==> src/rtl/readout_defs_pkg.sv <==
// Shared definitions for the result readout sequencer and its key synchronizer.
package readout_defs_pkg;

  localparam int unsigned SYNC_STAGES = 2;
  localparam logic        KEY_RST_VAL = 1'b1;

  localparam logic [1:0] IDLE = 2'd0;
  localparam logic [1:0] SHOW = 2'd1;

endpackage

==> src/rtl/result_readout_seq_key_press_sync.sv <==
// Synchronizes an asynchronous active-low key and emits a one-cycle pulse per falling edge.
module key_press_sync
  import readout_defs_pkg::*;
(
  input  logic clk,
  input  logic rst,
  input  logic key_n,
  output logic press
);

  logic [SYNC_STAGES-1:0] sync_q;
  logic [SYNC_STAGES-1:0] sync_d;
  logic                   hist_q;
  logic                   hist_d;

  assign sync_d = {sync_q[SYNC_STAGES-2:0], key_n};
  assign hist_d = sync_q[SYNC_STAGES-1];

  always_ff @(posedge clk) begin
    if (rst) begin
      sync_q <= {SYNC_STAGES{KEY_RST_VAL}};
      hist_q <= KEY_RST_VAL;
    end else begin
      sync_q <= sync_d;
      hist_q <= hist_d;
    end
  end

  // High for one cycle when the synchronized key goes from released to pressed.
  assign press = hist_q & ~sync_q[SYNC_STAGES-1];

endmodule

==> src/rtl/result_readout_seq.sv <==
// Latches compute results on done, acknowledges, and pages them onto LEDs by key press.
// Optional checksum slot enabled by defining READOUT_CHECKSUM_EN.
module result_readout_seq
  import readout_defs_pkg::*;
#(
  parameter int unsigned DATA_W      = 16,
  parameter int unsigned NUM_RESULTS = 2,
  parameter int unsigned IDX_W       = 2
) (
  input  logic                          clk,
  input  logic                          rst,
  input  logic                          done,
  input  logic [NUM_RESULTS*DATA_W-1:0] res_bus,
  input  logic                          key_n,
  input  logic                          clear,
  output logic                          ack,
  output logic                          valid,
  output logic [DATA_W-1:0]             led_data,
  output logic [IDX_W-1:0]              led_idx
);

`ifdef READOUT_CHECKSUM_EN
  localparam int unsigned LAST_SLOT = NUM_RESULTS;
`else
  localparam int unsigned LAST_SLOT = NUM_RESULTS - 1;
`endif

  logic [1:0]        state_q, state_d;
  logic [DATA_W-1:0] res_q [NUM_RESULTS];
  logic [DATA_W-1:0] res_d [NUM_RESULTS];
  logic              ack_q, ack_d;
  logic              valid_q, valid_d;
  logic [DATA_W-1:0] data_q, data_d;
  logic [IDX_W-1:0]  idx_q, idx_d;
  logic [IDX_W-1:0]  idx_next;
  logic [DATA_W-1:0] page_word;
  logic              press;

  key_press_sync u_key_sync (
    .clk   (clk),
    .rst   (rst),
    .key_n (key_n),
    .press (press)
  );

`ifdef READOUT_CHECKSUM_EN
  logic [DATA_W-1:0] chk_q, chk_d;
  logic [DATA_W-1:0] bus_xor;

  always_comb begin
    bus_xor = '0;
    for (int unsigned k = 0; k < NUM_RESULTS; k++) begin
      bus_xor = bus_xor ^ res_bus[k*DATA_W +: DATA_W];
    end
  end
`endif

  // Wrap by comparing against the last slot rather than relying on IDX_W overflow.
  assign idx_next = (idx_q == IDX_W'(LAST_SLOT)) ? '0 : idx_q + IDX_W'(1);

  always_comb begin
    page_word = '0;
    for (int unsigned k = 0; k < NUM_RESULTS; k++) begin
      if (idx_next == IDX_W'(k)) page_word = res_q[k];
    end
`ifdef READOUT_CHECKSUM_EN
    if (idx_next == IDX_W'(NUM_RESULTS)) page_word = chk_q;
`endif
  end

  always_comb begin
    state_d = state_q;
    res_d   = res_q;
    ack_d   = 1'b0;
    valid_d = valid_q;
    data_d  = data_q;
    idx_d   = idx_q;
`ifdef READOUT_CHECKSUM_EN
    chk_d   = chk_q;
`endif
    case (state_q)
      IDLE: begin
        if (done) begin
          for (int unsigned k = 0; k < NUM_RESULTS; k++) begin
            res_d[k] = res_bus[k*DATA_W +: DATA_W];
          end
`ifdef READOUT_CHECKSUM_EN
          chk_d = bus_xor;
`endif
          idx_d   = '0;
          data_d  = res_bus[DATA_W-1:0];
          valid_d = 1'b1;
          ack_d   = 1'b1;
          state_d = SHOW;
        end
      end
      SHOW: begin
        if (press) begin
          idx_d  = idx_next;
          data_d = page_word;
        end
      end
      default: state_d = IDLE;
    endcase
    // Clear overrides capture and paging in every state.
    if (clear) begin
      state_d = IDLE;
      for (int unsigned k = 0; k < NUM_RESULTS; k++) res_d[k] = '0;
`ifdef READOUT_CHECKSUM_EN
      chk_d   = '0;
`endif
      ack_d   = 1'b0;
      valid_d = 1'b0;
      data_d  = '0;
      idx_d   = '0;
    end
  end

  always_ff @(posedge clk) begin
    if (rst) begin
      state_q <= IDLE;
      for (int unsigned k = 0; k < NUM_RESULTS; k++) res_q[k] <= '0;
`ifdef READOUT_CHECKSUM_EN
      chk_q   <= '0;
`endif
      ack_q   <= 1'b0;
      valid_q <= 1'b0;
      data_q  <= '0;
      idx_q   <= '0;
    end else begin
      state_q <= state_d;
      res_q   <= res_d;
`ifdef READOUT_CHECKSUM_EN
      chk_q   <= chk_d;
`endif
      ack_q   <= ack_d;
      valid_q <= valid_d;
      data_q  <= data_d;
      idx_q   <= idx_d;
    end
  end

  assign ack      = ack_q;
  assign valid    = valid_q;
  assign led_data = data_q;
  assign led_idx  = idx_q;

endmodule

==> config.mk <==
export PLATFORM = sky130hd
export DESIGN_NAME = result_readout_seq
export DESIGN_NICKNAME = d
export VERILOG_FILES = /design/src/rtl/readout_defs_pkg.sv /design/src/rtl/result_readout_seq_key_press_sync.sv /design/src/rtl/result_readout_seq.sv
export SDC_FILE = /design/constraint.sdc
export NUM_CORES = 1
export LEC_CHECK = 0
export CORE_MARGIN = 4
export CORE_UTILIZATION = 48
export DETAILED_ROUTE_END_ITERATION = 7
export PLACE_DENSITY = 0.77
export SETUP_SLACK_MARGIN = 0.4
export SLEW_MARGIN = 0
export SYNTH_ARGS = -nofsm -noshare
export SYNTH_HDL_FRONTEND = slang
export SYNTH_SLANG_ARGS = --single-unit
==> constraint.sdc <==
create_clock -name clk -period 1.89 [get_ports clk]
set_clock_uncertainty 0.2 [all_clocks]
set_input_delay 0.378 -clock clk [delete_from_list [all_inputs] [get_ports clk]]
set_output_delay 0.378 -clock clk [all_outputs]
set_load 0.05 [all_outputs]
* Yosys cells after proc, flatten, opt, wreduce, memory -nomap -nowiden *
Cells that the tools add are included.

operators by class
  add/sub/neg operators = 1
  multipliers = 0
  div/mod/pow operators = 0
  order comparisons = 0
  equality and inequality tests = 5
  shifts and indexed selects = 0
  multiplexer cells = 12
  bitwise gates (word level) = 4
  reduce and logical (&&, ||, !) cells = 8

operators by type and width
  cell                                                  number
  2-to-1 mux 16 bit                                     4
  case mux 16 bit (2 select lines)                      1
  2-to-1 mux 2 bit                                      4
  case mux 2 bit (2 select lines)                       2
  equality test 2 x 1 -> 1 bit (second input constant)  3
  logical NOT 2 bit                                     2
  inequality test 2 bit (second input constant)         2
  AND reduction 2 bit                                   2
  inverter 1 bit                                        3
  AND reduction 3 bit                                   1
  OR reduction 3 bit                                    1
  adder 2 x 1 -> 2 bit (second input constant)          1
  nonzero test 2 bit                                    1
  OR reduction 2 bit                                    1
  AND 1 bit                                             1
  2-to-1 mux 1 bit                                      1

word-level totals
  flip-flop bits (word level) = 57
  bits in latches = 0
  memory bits (writable) = 0
  memory bits (read-only) = 0
  input port bits = 37
  output and inout bits = 20
  logic and storage cells = 39
  memories kept = 0

* Depth between registers and ports, before layout *
  depth in word-level cells = 7
  depth in mapped cells = 6
  depth with buffers taken out = 4

* Hierarchy *
A second synthesis with hierarchy kept.

unflattened totals
  cell total of the unflattened synthesis = 266
  area, all modules = 2200.9 um2

by module, submodules not included
  module              times used  cells each  area each (um2)  seq. area each (um2)
  result_readout_seq  1           259         2115.8           1061.0
  key_press_sync      1           7           85.1             60.1

* Worst setup path after synthesis *
Ideal clock, no wire load.

  path kind = register to register
  start = register idx_q[0] (netlist: led_idx[0])
  end = register data_q[10] (netlist: led_data[10])
  setup time = 0.060 ns
  arrival time = 1.464 ns
  data required time = 1.630 ns
  slack = 0.166 ns
  stages on the path, launching flop included = 6
  path buffers = 2
  clock period less this slack = 1.724 ns
  cells stage by stage = dfxtp_1 > buf_2 > buf_2 > a22oi_1 > a21oi_1 > a22o_1

between the ends
  longest elaborated chain between the ends = 7
  elaborated cells on any way between the ends = 9
  classes of those cells = 1 x add/sub; 2 x eq/ne; 5 x mux; 1 x reduce/logical

ends and longest elaborated chain
  what                                                                         line                       RTL
  start: declaration                                                           result_readout_seq.sv:34   logic [IDX_W-1:0] idx_q, idx_d;
  start signal: assignment                                                     result_readout_seq.sv:139  idx_q <= idx_d;
  adder 2 x 1 -> 2 bit / equality test 2 x 1 -> 1 bit (equally long branches)  result_readout_seq.sv:59   assign idx_next = (idx_q == IDX_W'(LAST_SLOT)) ? '0 : idx_q + IDX_W'(1);
  2-to-1 mux 2 bit *                                                           result_readout_seq.sv:59
  logical NOT 2 bit                                                            result_readout_seq.sv:64   if (idx_next == IDX_W'(k)) page_word = res_q[k];
  2-to-1 mux 16 bit                                                            result_readout_seq.sv:64
  2-to-1 mux 16 bit *                                                          result_readout_seq.sv:64
  2-to-1 mux 16 bit *                                                          result_readout_seq.sv:98   if (press) begin
  case mux 16 bit (2 select lines) *                                           result_readout_seq.sv:81   case (state_q)
  end signal: assignment                                                       result_readout_seq.sv:138  data_q <= data_d;
  end: declaration                                                             result_readout_seq.sv:33   logic [DATA_W-1:0] data_q, data_d;

Mark *: on every way between the ends. The rest lies on a longest branch, timed or not. The select of a mux whose other input is x is not followed.
A chain may end at the register's enable or synchronous reset.

* Worst setup path in the final report *
  start = register idx_q[0] (netlist: led_idx[0])
  end = output led_idx[0]

RTL lines
  what              line                      RTL
  end: declaration  result_readout_seq.sv:19  output logic [IDX_W-1:0] led_idx

No word-level cell between the ends.

==> impl_metrics.yaml <==
status:
  outcome: "completed"
cells_and_area:
  seq_area_sq_um: 1134
  antenna_cells: 0
  fillers: 332
  drive_above_1_share: 0.2165
  multi_input_area_sq_um: 992.2
  fin_util: 0.7197
  nets: 365
  area_growth_pct: 43.62
  layout.cells.non_filler: 380
worst_setup_path:
  crit_fanout: 3
  r2r_start: "state_q[0]$_SDFFE_PP0P_"
  cp.arrival_ns: 0.95
  r2r-end: "led_data[12]$_SDFFE_PP0P_"
  cp.required_ns: 1.31
  critPathLaunchType: "flip-flop"
  r2r_cells: 6
  r2r_slack_ns: 0.37
  critPathKind: "reg -> out"
  end_kind: "output pin"
synthesis:
  syn_area_sq_um: 2197
  synth_cell_types: 21
  ys_seq_elements: 56
  synthCells: 260
  synth-seq-area-share: 0.5103
  syn-num-nets: 297
  yosysWarnings: 0
  avgSynthCellArea_sq_um: 8.450
sta:
  finalCriticalPeriod_ns: 1.529
  hold_ws_ns: 0.2247
  min_period_over_period: 0.8089
  relSlewSlack: 0.8412
  rsz0062_at_grt: "yes"
  tightest_slew_ns: 0.2377
  hold_violations: 0
  fmax_mhz: 654.1
  drv_slew: 0
  setup_viol: 0
grt:
  grt_pass1_wl_mm: 9.315
  first_global_vias: 1969
  grt_max_degree: 24
  track_usage: 0.2194
  grt-ovfl-total: 0
  antenna_found_initial: 0
place:
  dpl.hpwl_mm: 3.501
  gp_congestion: 0.8135
  place_inst: 359
  io_buffer_count: 56
hold_path:
  hold_path_class: "reg -> reg"
  min_path_cells: 1
  min_to: "u_key_sync.sync_q[1]$_SDFF_PP1_"
  hp-start: "u_key_sync.sync_q[0]$_SDFF_PP1_"
clocking:
  numCtsBuffers: 5
  root_buffer: "clkbuf_8"
  cts_tree: "done"
  path_clk_slew_ns: 0.09
  clock-sinks: 56
  ctsHoldBuffers: 0
  clk-insertion-delay-late_ns: 0.31
  htree_levels: 2
  clk_path_buf_depth: 2
power:
  total_power_uw: 2319
  p_int_uw: 1729
  p_leak_uw: 0.001237
  ir_drop_mv: 0.5121
  switching_share: 0.2546
  p_sw_uw: 590.3
  seqPwrFrac: 0.535
  p_clk_frac: 0.300
  combPwrFrac: 0.165
  p_per_area_nw_per_um2: 734.9
detailed_routing:
  drt_iter0_markers: 199
  dr.pass1.iters: 4
  wire_per_inst_microns: 15.32
  drt-total-wl_mm: 5.822
  drc_errors: 0
  vias_per_cell: 5.347
  drt.antenna.violating_nets: 0
  vias: 2032
die:
  core_region_area_sq_um: 4384
  core.rowCount: 24
  die_w_microns: 75.66
  die_y_microns: 75.66
  start_util: 0.5011
  ios: 57
  die_area_sq_um: 5724
job:
  cap_violations: 0
[layer usage]
layer  wire length (microns)  global-route usage  vias up
met2                    2813              0.3471       66
met3                     391             0.04881        6
met5                       0                   0        -
met4                     105              0.1107        0
li1                        -                   -     1023
met1                    2512              0.2818      937
[layout make-up]
cell class / count / share of cell area
Multi-Input combinational cell: 183 / 0.3144
Tap cell: 52 / 0.02062
Clock buffer: 7 / 0.03053
Sequential cell: 56 / 0.3592
Timing Repair Buffer: 82 / 0.2752
[worst max-delay path by stage]
stage,start,to,slack (ns),cells past startpoint
after floorplan,led_idx[0]$_SDFFE_PP0P_,led_data[10]$_SDFFE_PP0P_,0.40,5
after global placement,rst,led_data[12]$_SDFFE_PP0P_,-0.21,4
after detailed placement,clear,led_data[12]$_SDFFE_PP0P_,-0.24,4
after CTS,led_idx[0]$_SDFFE_PP0P_,led_idx[0],0.36,2
after global routing,state_q[0]$_SDFFE_PP0P_,led_data[12]$_SDFFE_PP0P_,0.33,6
final,led_idx[0]$_SDFFE_PP0P_,led_idx[0],0.36,2
[state kept, by name (all words and copies together), names as in the netlist]
| signal | cells |
|---|---|
| ack | 1 |
| led_data | 16 |
| led_idx | 2 |
| res_q | 32 |
| state_q | 1 |
| u_key_sync.hist_q | 1 |
| u_key_sync.sync_q | 2 |
| valid | 1 |
[power groups by stage]
stage	combinational (uW)	clock (uW)	sequential (uW)
after global placement	338	0	1260
after detailed placement	340	0	1270
after floorplan	146	0	1310
final	383	696	1240
after global routing	415	741	1240
after CTS	376	705	1240
[cell families (layout without fill, tap and decap cells)]
group	Yosys count	in the layout	synth area share
XOR/XNOR	1	1	0.003987
buffers and inverters	21	89	0.05524
AND/OR/NAND/NOR	100	100	0.1970
flip-flops	56	56	0.5103
AO/OA/AOI/OAI	82	82	0.2335
[cell usage in the layout (no fill, tap or decap), drive strengths merged, types with 3 or more instances in the layout]
cell,synthesis,layout
or2,4,4
a22oi,16,16
a22o,16,16
a21oi,49,49
clkdlybuf4s50,0,33
nand2,65,65
nor2,25,25
buf,17,45
clkbuf,4,7
dfxtp,56,56
dlygate4sd2,0,3
[through the flow]
stage	instance area [sq um]	setup slack, ns	setup TNS, ns
detailed placement	2789	-0.2441	-4.396
global placement	2789	-0.2060	-3.401
CTS	3105	0.3585	0
global route	3156	0.3272	0
finish	3156	0.3612	0
floorplan	2207	0.4018	0
[Yosys cell counts]
cell / number / area (sq um)
nand2_1: 65 / 244.0
dfxtp_1: 56 / 1121
a21oi_1: 49 / 245.2
nor2_1: 22 / 82.58
a22o_1: 16 / 140.1
a22oi_1: 16 / 120.1
buf_2: 13 / 65.06
clkbuf_1: 4 / 15.01
buf_6: 3 / 33.78
or2_2: 3 / 18.77
nand2b_1: 2 / 12.51
nor2_2: 2 / 12.51
a211oi_1: 1 / 7.510
and3b_4: 1 / 12.51
buf_4: 1 / 7.510
nor2_4: 1 / 11.26
nor2b_1: 1 / 6.260
nor3_4: 1 / 16.27
nor3b_1: 1 / 7.510
or2_4: 1 / 8.760
xnor2_1: 1 / 8.760
[critical path, cell delays in order, from the launching register on]
cell,delay [ns]
dfxtp_4,0.38
buf_12,0.13
buf_12,0.14
[timing repair]
| action | CTS | global route |
|---|---|---|
| gates resized for setup | 20 | 8 |
| endpoints found under the setup margin | 49 | 19 |
| setup buffers | 9 | 2 |
| pin swaps | 5 | 17 |
| gates cloned | 3 | 0 |
No activity file was read; power rests on OpenSTA's default activity.
